### src/rtl/ie_mult_div_unit.sv
// Iterative execute-stage multiply/divide unit holding the architectural HI/LO registers.
// Shift-add multiply and restoring divide, one bit per cycle, with a sign-fix cycle before writeback.
module ie_mult_div_unit #(
  parameter int NB_INST  = 32,
  parameter int NB_OP    = 2,
  parameter int NB_COUNT = 6
) (
  input  logic               i_clock,
  input  logic               i_reset,
  input  logic               i_start,
  input  logic [NB_OP-1:0]   i_op,
  input  logic [NB_INST-1:0] i_operand_a,
  input  logic [NB_INST-1:0] i_operand_b,
  input  logic               i_flush,
  input  logic               i_wr_hi,
  input  logic               i_wr_lo,
  input  logic [NB_INST-1:0] i_wr_data,
  output logic [NB_INST-1:0] o_hi,
  output logic [NB_INST-1:0] o_lo,
  output logic               o_busy,
  output logic               o_done,
  output logic               o_div_zero
);

  typedef enum logic [1:0] {IDLE, CALC, FIX} state_t;

  localparam logic [NB_COUNT-1:0] LAST_COUNT = NB_COUNT'(NB_INST - 1);

  state_t                 state, next_state;
  logic [NB_COUNT-1:0]    count;
  logic                   is_div, div_by_zero, neg_q, neg_r;
  logic [NB_INST-1:0]     mag_b;
  logic [2*NB_INST-1:0]   acc;

  logic                   start_ok, start_zero, start_signed;
  logic [NB_INST-1:0]     abs_a, abs_b;
  logic [NB_INST:0]       mul_sum, rem_shift;
  logic [NB_INST-1:0]     rem_sub;
  logic [2*NB_INST-1:0]   acc_step, acc_neg;
  logic [NB_INST-1:0]     fix_hi, fix_lo;

  assign start_ok     = (state == IDLE) && i_start && !i_flush;
  assign start_zero   = i_op[1] && (i_operand_b == '0);
  assign start_signed = !i_op[0];
  assign abs_a = (start_signed && i_operand_a[NB_INST-1]) ? -i_operand_a : i_operand_a;
  assign abs_b = (start_signed && i_operand_b[NB_INST-1]) ? -i_operand_b : i_operand_b;

  // acc holds {partial product, multiplier} for multiply and {remainder, quotient} for divide
  assign mul_sum   = {1'b0, acc[2*NB_INST-1:NB_INST]} + (acc[0] ? {1'b0, mag_b} : '0);
  assign rem_shift = acc[2*NB_INST-1:NB_INST-1];
  assign rem_sub   = rem_shift[NB_INST-1:0] - mag_b;

  always_comb begin
    acc_step = {mul_sum, acc[NB_INST-1:1]};
    if (is_div) begin
      if (rem_shift >= {1'b0, mag_b})
        acc_step = {rem_sub, acc[NB_INST-2:0], 1'b1};
      else
        acc_step = {rem_shift[NB_INST-1:0], acc[NB_INST-2:0], 1'b0};
    end
  end

  assign acc_neg = -acc;

  always_comb begin
    fix_hi = neg_q ? acc_neg[2*NB_INST-1:NB_INST] : acc[2*NB_INST-1:NB_INST];
    fix_lo = neg_q ? acc_neg[NB_INST-1:0] : acc[NB_INST-1:0];
    if (div_by_zero) begin
      fix_hi = acc[2*NB_INST-1:NB_INST];
      fix_lo = acc[NB_INST-1:0];
    end else if (is_div) begin
      fix_hi = neg_r ? -acc[2*NB_INST-1:NB_INST] : acc[2*NB_INST-1:NB_INST];
      fix_lo = neg_q ? -acc[NB_INST-1:0] : acc[NB_INST-1:0];
    end
  end

  always_comb begin
    next_state = state;
    case (state)
      IDLE: if (start_ok) next_state = start_zero ? FIX : CALC;
      CALC: begin
        if (i_flush)                 next_state = IDLE;
        else if (count == LAST_COUNT) next_state = FIX;
      end
      FIX:     next_state = IDLE;
      default: next_state = IDLE;
    endcase
  end

  always_ff @(posedge i_clock) begin
    if (i_reset) state <= IDLE;
    else         state <= next_state;
  end

  // A divide by zero skips CALC; acc is preloaded with the final {HI, LO} pattern
  always_ff @(posedge i_clock) begin
    if (i_reset) begin
      count       <= '0;
      is_div      <= 1'b0;
      div_by_zero <= 1'b0;
      neg_q       <= 1'b0;
      neg_r       <= 1'b0;
      mag_b       <= '0;
      acc         <= '0;
      o_hi        <= '0;
      o_lo        <= '0;
      o_done      <= 1'b0;
      o_div_zero  <= 1'b0;
    end else begin
      o_done <= 1'b0;
      case (state)
        IDLE: begin
          if (start_ok) begin
            count       <= '0;
            is_div      <= i_op[1];
            div_by_zero <= start_zero;
            neg_q       <= start_signed && (i_operand_a[NB_INST-1] ^ i_operand_b[NB_INST-1]);
            neg_r       <= start_signed && i_operand_a[NB_INST-1];
            mag_b       <= abs_b;
            acc         <= start_zero ? {i_operand_a, {NB_INST{1'b1}}}
                                      : {{NB_INST{1'b0}}, abs_a};
          end else if (!i_start) begin
            if (i_wr_hi) o_hi <= i_wr_data;
            if (i_wr_lo) o_lo <= i_wr_data;
          end
        end
        CALC: begin
          if (!i_flush) begin
            acc   <= acc_step;
            count <= count + 1'b1;
          end
        end
        FIX: begin
          if (!i_flush) begin
            o_hi   <= fix_hi;
            o_lo   <= fix_lo;
            o_done <= 1'b1;
            if (is_div) o_div_zero <= div_by_zero;
          end
        end
        default: ;
      endcase
    end
  end

  assign o_busy = (state != IDLE);

endmodule

### config.mk
export PLATFORM = sky130hd
export DESIGN_NAME = ie_mult_div_unit
export DESIGN_NICKNAME = d
export VERILOG_FILES = /design/src/rtl/ie_mult_div_unit.sv
export SDC_FILE = /design/constraint.sdc
export NUM_CORES = 1
export LEC_CHECK = 0
export ABC_CLOCK_PERIOD_IN_PS = 3100
export BUFFER_PORTS_ARGS = -buffer_cell sky130_fd_sc_hd__buf_2
export CAP_MARGIN = 25
export CORE_ASPECT_RATIO = 1.1
export CORE_MARGIN = 1
export CORE_UTILIZATION = 40
export CTS_BUF_LIST = sky130_fd_sc_hd__clkbuf_8
export DETAILED_ROUTE_END_ITERATION = 10
export PLACE_DENSITY = 0.71
export SYNTH_ARGS = -nofsm -noshare
export SYNTH_HDL_FRONTEND = slang
export SYNTH_SLANG_ARGS = --single-unit
### constraint.sdc
create_clock -name i_clock -period 3.1 [get_ports i_clock]
set_input_delay 0.31 -clock i_clock [delete_from_list [all_inputs] [get_ports i_clock]]
set_output_delay 0.31 -clock i_clock [all_outputs]
set_load 0.005 [all_outputs]
==> impl_metrics.prom, run 1 <==
# TYPE chip_impl_metric gauge
chip_impl_info{name="status",value="finished clean"} 1
chip_impl_metric{name="ctsHoldBuffers",unit=""} 0
chip_impl_metric{name="clockBufferDepth",unit=""} 2
chip_impl_metric{name="placed_cells",unit=""} 2793
chip_impl_metric{name="fillerInstances",unit=""} 3555
chip_impl_metric{name="fin_crit_sh",unit=""} 0.9981
chip_impl_metric{name="fin_worst_hold_slack",unit="ns"} 0.1079
chip_impl_info{name="critPathLaunchType",value="flip-flop"} 1
chip_impl_metric{name="global_route_overflow",unit=""} 0
chip_impl_metric{name="vdd_ir_drop_max",unit="V"} 0.0002801
chip_impl_info{name="tritoncts",value="yes"} 1
chip_impl_metric{name="switching_power",unit="mW"} 3.082
chip_impl_metric{name="final_antenna_net_count",unit=""} 0
chip_impl_metric{name="clock_skew",unit="ns"} 0.01523
chip_impl_metric{name="p_leak",unit="nW"} 7.837
chip_impl_metric{name="grt_first_pass_wirelength",unit="um"} 86750
chip_impl_metric{name="synth-edff-count",unit=""} 0
chip_impl_metric{name="synth_sequential_area_ratio",unit=""} 0.2372
chip_impl_metric{name="synth_area_per_cell",unit="um^2"} 7.259
chip_impl_metric{name="clk_pin_slew_worst_paths",unit="ns"} 0.11
chip_impl_metric{name="wl_per_cell",unit="um"} 19.82
chip_impl_metric{name="initial_standard_cell_utilization_of_the_core",unit=""} 0.4060
chip_impl_metric{name="drt_wl_total",unit="um"} 56390
chip_impl_metric{name="syn_inst",unit=""} 2023
chip_impl_metric{name="ys.warnings.count",unit=""} 0
chip_impl_metric{name="critical_path_arrival",unit="ns"} 3.46
chip_impl_info{name="path_delay_family",value="simple AND/OR/NAND/NOR gates"} 1
chip_impl_metric{name="route.met2.wl",unit="um"} 25450
chip_impl_metric{name="critical_path.n_buffers_inverters",unit=""} 2
chip_impl_metric{name="power.share.switching",unit=""} 0.3909
chip_impl_metric{name="timing.slew.headroom",unit=""} 0.4107
chip_impl_info{name="synth_area_leaders",value="sky130_fd_sc_hd__dfxtp_1, sky130_fd_sc_hd__a21oi_1, sky130_fd_sc_hd__nor2_1, sky130_fd_sc_hd__ha_1, sky130_fd_sc_hd__xnor2_1"} 1
chip_impl_info{name="clock_tree_root",value="sky130_fd_sc_hd__clkbuf_8"} 1
chip_impl_metric{name="worst_tran_pin_value",unit="ns"} 0.8839
chip_impl_info{name="end_kind",value="flip-flop"} 1
chip_impl_metric{name="htree_levels",unit=""} 4
chip_impl_info{name="synth_ff_type",value="sky130_fd_sc_hd__dfxtp_1"} 1
chip_impl_metric{name="hold_depth",unit=""} 3
chip_impl_metric{name="vias_in_the_first_global_route",unit=""} 15840
chip_impl_metric{name="final-max-slew-violation-count",unit=""} 0
chip_impl_metric{name="die-height",unit="um"} 203.0
chip_impl_metric{name="clk-insertion-delay-late",unit="ns"} 0.50
chip_impl_metric{name="pwr_density_cell",unit="nW/um^2"} 415.4
chip_impl_metric{name="final_core_utilization",unit=""} 0.5247
chip_impl_metric{name="gp_congestion",unit=""} 0.9750
chip_impl_metric{name="worstPathRequired",unit="ns"} 3.46
chip_impl_info{name="slowest_stage",value="sky130_fd_sc_hd__or4_4"} 1
chip_impl_metric{name="synth.ff_latch_count",unit=""} 174
chip_impl_metric{name="dpl.hpwl",unit="um"} 43890
chip_impl_info{name="critical_path_class",value="reg2reg"} 1
chip_impl_metric{name="internal_power",unit="mW"} 4.803
chip_impl_metric{name="floorplan.core_area",unit="um^2"} 36170
chip_impl_metric{name="wirelength_met1",unit="um"} 24180
chip_impl_metric{name="max-cap-violations",unit=""} 0
chip_impl_metric{name="design.die.area",unit="um^2"} 37480
chip_impl_metric{name="cts_buffers",unit=""} 17
chip_impl_metric{name="mappedNetlistArea",unit="um^2"} 14690
chip_impl_metric{name="post_route_setup_tns",unit="ns"} 0
chip_impl_metric{name="vias_per_cell",unit=""} 5.880
chip_impl_metric{name="detailroute.wirelength.met3",unit="um"} 4363
chip_impl_info{name="synthDominantAreaCellType",value="sky130_fd_sc_hd__dfxtp_1"} 1
chip_impl_metric{name="post_route_minimum_period",unit="ns"} 3.094
chip_impl_metric{name="final_layout_size_suffix_gt1_frac",unit=""} 0.2684
chip_impl_metric{name="rr_worst_depth",unit=""} 11
chip_impl_metric{name="post_layout_nonfiller_instances",unit=""} 2845
chip_impl_metric{name="finalHoldViolations",unit=""} 0
chip_impl_metric{name="fmax",unit="MHz"} 323.2
chip_impl_metric{name="postSynthNetCount",unit=""} 2198
chip_impl_metric{name="first_pass_iters",unit=""} 5
chip_impl_metric{name="drt_drc",unit=""} 0
chip_impl_metric{name="initial_antenna_violation_count",unit=""} 0
chip_impl_metric{name="timing.critical_path.depth",unit=""} 11
chip_impl_metric{name="final_layout_net_count",unit=""} 2521
chip_impl_info{name="min_path_type",value="in2reg"} 1
chip_impl_metric{name="finalSetupViolCount",unit=""} 0
chip_impl_metric{name="via_count",unit=""} 16728
chip_impl_metric{name="antenna_cells",unit=""} 0
chip_impl_metric{name="syn2layout_area_growth",unit="%"} 29.24
chip_impl_metric{name="combinationalPowerShare",unit=""} 0.452
chip_impl_metric{name="number_of_unique_standard_cell_types_used_by_synthesis",unit=""} 79
chip_impl_metric{name="report.power.total",unit="mW"} 7.884
chip_impl_metric{name="drtIter0Drc",unit=""} 1240
chip_impl_info{name="topRoutingLayerUsed",value="met4"} 1
chip_impl_metric{name="sequentialPowerShare",unit=""} 0.319
chip_impl_info{name="setup_repair_after_global_routing_missed_its_margin",value="yes"} 1
chip_impl_metric{name="design.portCount",unit=""} 171
chip_impl_metric{name="synth_largest_type_area_fraction",unit=""} 0.2372
chip_impl_metric{name="pwr-share-clk",unit=""} 0.229
chip_impl_metric{name="grt_start_max_net_pins",unit=""} 80
chip_impl_metric{name="critical_path.max_stage_delay",unit="ns"} 0.44
chip_impl_metric{name="critical_path.max_fanout",unit=""} 8
chip_impl_metric{name="numPortBuffers",unit=""} 170
chip_impl_info{name="critical_path.cell_chain",value="inv_4 -> ha_4 -> and4_1 -> or3b_4 -> or4_4 -> o211ai_4 -> a21o_4 -> buf_12 -> mux2_4 -> a221oi_2 -> nor3_2"} 1
chip_impl_metric{name="placement_rows",unit=""} 73
chip_impl_metric{name="cts.sink_count",unit=""} 174
chip_impl_metric{name="grt.total_usage",unit=""} 0.2951
chip_impl_metric{name="die_x",unit="um"} 184.7
chip_impl_metric{name="synth_async_sr_flop_share",unit=""} 0
per-stage QoR:
| step | worst slack (ns) | instance area (um^2) |
|---|---|---|
| 2_1_floorplan | 0.001299 | 14710 |
| 3_3_place_gp | -0.3754 | 17620 |
| 3_5_place_dp | -0.4501 | 17620 |
| 4_1_cts | -0.01030 | 18400 |
| 5_1_grt | -0.1294 | 18980 |
| 6_report | 0.005872 | 18980 |
cell usage after synthesis, types with 14 or more instances:
cell type and instances:
sky130_fd_sc_hd__clkbuf_1 123, sky130_fd_sc_hd__o31ai_1 29, sky130_fd_sc_hd__a211oi_1 82, sky130_fd_sc_hd__nand3_1 40
sky130_fd_sc_hd__nand2_1 166, sky130_fd_sc_hd__nand2b_1 21, sky130_fd_sc_hd__o21ai_0 111, sky130_fd_sc_hd__a211o_1 17
sky130_fd_sc_hd__xnor2_1 93, sky130_fd_sc_hd__a221oi_1 14, sky130_fd_sc_hd__mux2i_1 40, sky130_fd_sc_hd__xor2_1 72
sky130_fd_sc_hd__nor4_1 18, sky130_fd_sc_hd__dfxtp_1 174, sky130_fd_sc_hd__or3_1 34, sky130_fd_sc_hd__nor2b_1 16
sky130_fd_sc_hd__nor2_1 276, sky130_fd_sc_hd__ha_1 69, sky130_fd_sc_hd__a21o_1 35, sky130_fd_sc_hd__or4_1 14
sky130_fd_sc_hd__nor3_1 58, sky130_fd_sc_hd__a21oi_1 223, sky130_fd_sc_hd__a311oi_1 27, sky130_fd_sc_hd__o211ai_1 20
sky130_fd_sc_hd__o311ai_0 15, sky130_fd_sc_hd__mux2_2 14, sky130_fd_sc_hd__inv_1 59
cells by family (layout without fill, tap and decap cells):
kind of cell / Yosys count / count (layout) / synth area share
buf+inv: 201 / 536 / 0.05334
flops: 174 / 174 / 0.2372
fa+ha+maj: 71 / 71 / 0.06152
simple gates: 698 / 698 / 0.2201
compound gates: 660 / 660 / 0.2915
mux: 54 / 54 / 0.03800
xor+xnor: 165 / 165 / 0.09841
sequential cells by signal, indices dropped and copies added, names as in the netlist:
name	count
mag_b	32
state	2
neg_q	1
count	6
neg_r	1
o_lo	32
acc	64
o_div_zero	1
o_hi	32
o_done	1
div_by_zero	1
is_div	1
worst register-to-register path, cell delays in order (launching register included):
cell	delay, ns
sky130_fd_sc_hd__dfxtp_2	0.36
sky130_fd_sc_hd__inv_4	0.05
sky130_fd_sc_hd__ha_4	0.26
sky130_fd_sc_hd__and4_1	0.22
sky130_fd_sc_hd__or3b_4	0.39
sky130_fd_sc_hd__or4_4	0.44
sky130_fd_sc_hd__o211ai_4	0.21
sky130_fd_sc_hd__a21o_4	0.21
sky130_fd_sc_hd__buf_12	0.16
sky130_fd_sc_hd__mux2_4	0.31
sky130_fd_sc_hd__a221oi_2	0.25
sky130_fd_sc_hd__nor3_2	0.09
cells in the final DEF (no fill, tap or decap), drive strengths merged, types with 15 or more instances in the layout:
cell,instances
a221oi,15
nand3,40
ha,69
a311oi,27
clkbuf,17
or3,34
nand2b,21
o211ai,21
nor2,276
a211o,17
nor3,59
nor4,20
buf,446
xnor2,93
a21oi,223
o21ai,112
o31ai,29
mux2i,40
a21o,35
o311ai,15
a211oi,83
nor2b,16
xor2,72
dfxtp,174
nand2,166
inv,66
final cells by class:
class | instances | area (um^2) | share of cell area
Multi-Input combinational cell | 1648 | 11160 | 0.5882
Sequential cell | 174 | 3503 | 0.1846
Timing Repair Buffer | 446 | 3057 | 0.1611
Tap cell | 487 | 609.3 | 0.03210
Clock buffer | 17 | 234.0 | 0.01233
Inverter | 59 | 231.5 | 0.01220
Clock inverter | 14 | 181.4 | 0.009559
power groups by stage:
stage | clock (mW) | sequential (mW) | combinational (mW)
floorplan | 0 | 2.55 | 1.87
global placement | 0 | 2.55 | 3.06
detailed placement | 0 | 2.56 | 3.10
CTS | 1.81 | 2.51 | 3.28
global route | 1.91 | 2.53 | 3.82
finish | 1.80 | 2.52 | 3.56
final timing paths:
kind,startpoint,endpoint,slack (ns)
worst max-delay path,mag_b[18]$_SDFFE_PP0P_,acc[36]$_SDFFE_PP0P_,0.006
worst max register to register,mag_b[18]$_SDFFE_PP0P_,acc[36]$_SDFFE_PP0P_,0.006
worst min-delay path,i_operand_b[11],mag_b[11]$_SDFFE_PP0P_,0.11
worst min register to register,o_hi[29]$_SDFFE_PP0P_,o_hi[29]$_SDFFE_PP0P_,0.46
what timing repair did:
action / in CTS / in global routing
setup buffers: 11 / 10
resized for setup: 62 / 119
pin swaps: 28 / 55
endpoints found under the setup margin: 31 / 36
gates cloned: 1 / 0
per-layer routing:
layer  up-vias  track usage
li1       8036            -
met1      7740       0.3848
met2       803       0.4841
met3       149      0.04287
met4         0       0.1222
met5         -            0
Power figures use the tool's default switching activity.
==> inputs of run 2 (changes only) <==
--- a/config.mk
+++ b/config.mk
@@ -5,6 +5,7 @@
 export SDC_FILE = /design/constraint.sdc
 export NUM_CORES = 1
 export LEC_CHECK = 0
+export ABC_AREA = 1
 export ABC_CLOCK_PERIOD_IN_PS = 3100
 export BUFFER_PORTS_ARGS = -buffer_cell sky130_fd_sc_hd__buf_2
 export CAP_MARGIN = 25
==> run 2 against run 1 <==
  * Core utilization shrank 7.1 points
  * Maximum frequency is 8.9% higher
  * Setup slack gained 0.25 ns
  * Via count rose by 27%
  * Largest cell class unchanged
  * Clock-buffer cell count is the same
  * Sequential share of layout area shrank 0.29 points
  * Critical path type unchanged
  * Hold slack worse by 0.047 ns
==> impl_metrics.prom, run 2 <==
# TYPE chip_impl_metric gauge
chip_impl_metric{name="hold_depth",unit=""} 3
chip_impl_metric{name="wl_per_cell",unit="um"} 19.50
chip_impl_metric{name="synth-edff-count",unit=""} 0
chip_impl_metric{name="drt_wl_total",unit="um"} 72840
chip_impl_metric{name="fin_crit_sh",unit=""} 0.9169
chip_impl_metric{name="initial_antenna_violation_count",unit=""} 0
chip_impl_info{name="post_synth_most_frequent_cells",value="sky130_fd_sc_hd__nand2_1, sky130_fd_sc_hd__inv_1, sky130_fd_sc_hd__nor2_1"} 1
chip_impl_metric{name="grt_first_pass_wirelength",unit="um"} 109200
chip_impl_info{name="end_kind",value="flip-flop"} 1
chip_impl_info{name="synth_ff_type",value="sky130_fd_sc_hd__dfxtp_1"} 1
chip_impl_metric{name="critical_path.max_fanout",unit=""} 23
chip_impl_info{name="tritoncts",value="yes"} 1
chip_impl_metric{name="syn2layout_area_growth",unit="%"} 11.76
chip_impl_metric{name="floorplan.core_area",unit="um^2"} 42310
chip_impl_metric{name="largest_register_ffs",unit=""} 64
chip_impl_metric{name="post_route_minimum_period",unit="ns"} 2.842
chip_impl_metric{name="cts_buffers",unit=""} 17
chip_impl_metric{name="vdd_ir_drop_max",unit="V"} 0.0002924
chip_impl_metric{name="vias_per_cell",unit=""} 5.666
chip_impl_metric{name="critical_path_arrival",unit="ns"} 3.31
chip_impl_info{name="synth_area_leaders",value="sky130_fd_sc_hd__dfxtp_1, sky130_fd_sc_hd__nand2_1, sky130_fd_sc_hd__inv_1, sky130_fd_sc_hd__a21oi_1, sky130_fd_sc_hd__nand3_1"} 1
chip_impl_metric{name="grt_start_max_net_pins",unit=""} 153
chip_impl_metric{name="placement_rows",unit=""} 79
chip_impl_metric{name="die_x",unit="um"} 199.5
chip_impl_metric{name="design.die.area",unit="um^2"} 43750
chip_impl_metric{name="first_pass_iters",unit=""} 6
chip_impl_metric{name="post_layout_nonfiller_instances",unit=""} 3736
chip_impl_metric{name="number_of_unique_standard_cell_types_used_by_synthesis",unit=""} 49
chip_impl_metric{name="max-cap-violations",unit=""} 0
chip_impl_metric{name="ys.warnings.count",unit=""} 0
chip_impl_metric{name="finalSetupViolCount",unit=""} 0
chip_impl_metric{name="final-max-slew-violation-count",unit=""} 0
chip_impl_metric{name="grt.total_usage",unit=""} 0.3284
chip_impl_metric{name="clk_pin_slew_worst_paths",unit="ns"} 0.11
chip_impl_info{name="mostFrequentLayoutCells",value="sky130_fd_sc_hd__nand2_1, sky130_fd_sc_hd__inv_1, sky130_fd_sc_hd__nor2_1, sky130_fd_sc_hd__a21oi_1, sky130_fd_sc_hd__nand3_1"} 1
chip_impl_metric{name="clk-insertion-delay-late",unit="ns"} 0.56
chip_impl_info{name="worstReg2RegStart",value="acc[38]$_SDFFE_PP0P_"} 1
chip_impl_metric{name="final_core_utilization",unit=""} 0.4534
chip_impl_info{name="critical_path.cell_chain",value="ha_1 -> nand2_1 -> inv_1 -> a21oi_1 -> nand3_1 -> nand2_1 -> nand2_2 -> nand2_2 -> nand3_4 -> clkinv_2 -> nand2_1 -> nand3_1 -> nand2_1 -> a21oi_2"} 1
chip_impl_metric{name="gp_congestion",unit=""} 1.038
chip_impl_metric{name="clock_skew",unit="ns"} 0.03270
chip_impl_metric{name="drt_drc",unit=""} 0
chip_impl_metric{name="fillerInstances",unit=""} 4781
chip_impl_info{name="worst_path_most_repeated_cell",value="sky130_fd_sc_hd__nand2_1"} 1
chip_impl_metric{name="placed_cells",unit=""} 3704
chip_impl_metric{name="r2r_slack",unit="ns"} 0.26
chip_impl_metric{name="global_route_overflow",unit=""} 0
chip_impl_metric{name="post_route_setup_tns",unit="ns"} 0
chip_impl_metric{name="finalHoldViolations",unit=""} 0
chip_impl_info{name="min_from",value="i_wr_data[13]"} 1
chip_impl_info{name="clock_tree_root",value="sky130_fd_sc_hd__clkbuf_8"} 1
chip_impl_metric{name="synth_area_per_cell",unit="um^2"} 5.676
chip_impl_info{name="synthDominantAreaCellType",value="sky130_fd_sc_hd__dfxtp_1"} 1
chip_impl_info{name="layout.cells.most_common",value="sky130_fd_sc_hd__nand2_1"} 1
chip_impl_metric{name="rr_worst_depth",unit=""} 14
chip_impl_metric{name="pwr_density_cell",unit="nW/um^2"} 400.5
chip_impl_metric{name="die-height",unit="um"} 219.3
chip_impl_info{name="r2r-end",value="acc[48]$_SDFFE_PP0P_"} 1
chip_impl_info{name="slowest_stage",value="sky130_fd_sc_hd__dfxtp_1"} 1
chip_impl_metric{name="dpl.hpwl",unit="um"} 58210
chip_impl_info{name="critPathLaunchType",value="flip-flop"} 1
chip_impl_metric{name="cts.sink_count",unit=""} 174
chip_impl_info{name="largest_register",value="acc"} 1
chip_impl_metric{name="design.portCount",unit=""} 171
chip_impl_metric{name="synth_largest_type_area_fraction",unit=""} 0.2029
chip_impl_metric{name="final_cell_area",unit="um^2"} 19180
chip_impl_metric{name="antenna_cells",unit=""} 0
chip_impl_metric{name="critical_path.max_stage_delay",unit="ns"} 0.60
chip_impl_metric{name="final_layout_size_suffix_gt1_frac",unit=""} 0.1114
chip_impl_metric{name="synth_sequential_area_ratio",unit=""} 0.2029
chip_impl_metric{name="worst_tran_pin_value",unit="ns"} 1.007
chip_impl_info{name="hold_end",value="o_hi[13]$_SDFFE_PP0P_"} 1
chip_impl_metric{name="htree_levels",unit=""} 4
chip_impl_metric{name="drtIter0Drc",unit=""} 2485
chip_impl_info{name="status",value="finished clean"} 1
chip_impl_metric{name="numPortBuffers",unit=""} 170
chip_impl_metric{name="sequential_cell_area",unit="um^2"} 3485
chip_impl_metric{name="placed_cell_area",unit="um^2"} 18780
chip_impl_metric{name="worstPathRequired",unit="ns"} 3.57
chip_impl_metric{name="postSynthNetCount",unit=""} 3199
chip_impl_metric{name="final_layout_net_count",unit=""} 3331
chip_impl_metric{name="mappedNetlistArea",unit="um^2"} 17170
chip_impl_metric{name="vias_in_the_first_global_route",unit=""} 18736
chip_impl_info{name="critical_path_class",value="reg2reg"} 1
chip_impl_metric{name="final_antenna_net_count",unit=""} 0
chip_impl_metric{name="syn_inst",unit=""} 3024
chip_impl_metric{name="via_count",unit=""} 21169
chip_impl_metric{name="synth.ff_latch_count",unit=""} 174
chip_impl_metric{name="timing.slew.headroom",unit=""} 0.3288
chip_impl_info{name="setup_repair_after_global_routing_missed_its_margin",value="no"} 1
chip_impl_metric{name="initial_standard_cell_utilization_of_the_core",unit=""} 0.4057
chip_impl_metric{name="fmax",unit="MHz"} 351.8
chip_impl_info{name="min_path_type",value="in2reg"} 1
chip_impl_metric{name="multi_input_comb_area",unit="um^2"} 11570
chip_impl_metric{name="synth_async_sr_flop_share",unit=""} 0
chip_impl_metric{name="ctsHoldBuffers",unit=""} 0
chip_impl_metric{name="clockBufferDepth",unit=""} 2
chip_impl_metric{name="p_leak",unit="nW"} 9.536
chip_impl_info{name="yosys.cell_count.top_type",value="sky130_fd_sc_hd__nand2_1"} 1
[run 2: cell types whose count changed after synthesis, sizes merged, moves of 27 or more]
cell / change
or3: -34
inv: +364
a311oi: -27
mux2i: -40
a211oi: -78
nor2: +36
nand3: +243
o21ai: +206
nand2: +567
clkbuf: -39
a21oi: +75
xor2: -31
xnor2: -81
nand4: +52
[run 2: area by class of cell]
class                   count  area share
inverters                 424     0.08309
multi-input cells        2303      0.6032
well taps                 567     0.03698
clock inverters            15    0.008740
repair buffers            236     0.07409
flip-flops and latches    174      0.1816
clock buffers              17     0.01220
[run 2: worst max path at each step]
| stage | from | endpoint | slack [ns] | cells past startpoint |
|---|---|---|---|---|
| 6_report | acc[38]$_SDFFE_PP0P_ | acc[48]$_SDFFE_PP0P_ | 0.26 | 14 |
| 5_1_grt | acc[52]$_SDFFE_PP0P_ | acc[54]$_SDFFE_PP0P_ | 0.05 | 13 |
| 4_1_cts | acc[38]$_SDFFE_PP0P_ | acc[48]$_SDFFE_PP0P_ | 0.27 | 14 |
| 3_5_place_dp | acc[38]$_SDFFE_PP0P_ | acc[61]$_SDFFE_PP0P_ | 0.30 | 14 |
| 3_3_place_gp | acc[38]$_SDFFE_PP0P_ | acc[55]$_SDFFE_PP0P_ | 0.24 | 14 |
| 2_1_floorplan | acc[0]$_SDFFE_PP0P_ | acc[51]$_SDFFE_PP0P_ | 0.73 | 20 |
[run 2: critical path: cells and delay by family, from the launching register on]
family / cells / cell delay, ns
simple gates: 9 / 1.06
flops: 1 / 0.60
buf+inv: 2 / 0.37
fa+ha+maj: 1 / 0.36
compound gates: 2 / 0.35
[run 2: timing repair]
action	4_1_cts	5_1_grt
buffers inserted	0	0
resized for setup	0	1
hold endpoints to repair	0	0
endpoints found under the setup margin	0	3
[run 2: per-stage QoR]
stage / worst slack, ns / hold slack [ns] / power [mW]
final: 0.2577 / 0.06040 / 7.683
after floorplan: 0.7264 / 0.3893 / 4.756
after detailed placement: 0.2978 / 0.4776 / 5.878
after global routing: 0.04976 / 0.06590 / 8.107
after CTS: 0.2660 / 0.04469 / 7.593
after global placement: 0.2423 / 0.4727 / 5.883
[run 2: cells by family after synthesis]
group | Yosys count | synth area share
compound gates | 710 | 0.2230
xor+xnor | 53 | 0.02704
fa+ha+maj | 71 | 0.05263
buf+inv | 547 | 0.1249
flops | 174 | 0.2029
simple gates | 1469 | 0.3695
[run 2: power breakdown]
group | internal (mW) | switching [mW] | total (mW)
logic | 1.04 | 2.29 | 3.33
registers | 2.42 | 0.183 | 2.60
clock network | 0.677 | 1.08 | 1.75
total | 4.14 | 3.55 | 7.68
[run 2: per-layer routing]
| metal | GRT usage | share of wire | vias up | wire length [um] |
|---|---|---|---|---|
| met5 | 0 | 0 | - | 0 |
| met4 | 0.1506 | 0.045 | 0 | 3244 |
| met3 | 0.04487 | 0.097 | 152 | 7029 |
| met2 | 0.5091 | 0.44 | 1185 | 31890 |
| met1 | 0.4475 | 0.42 | 9577 | 30670 |
| li1 | - | - | 10255 | - |
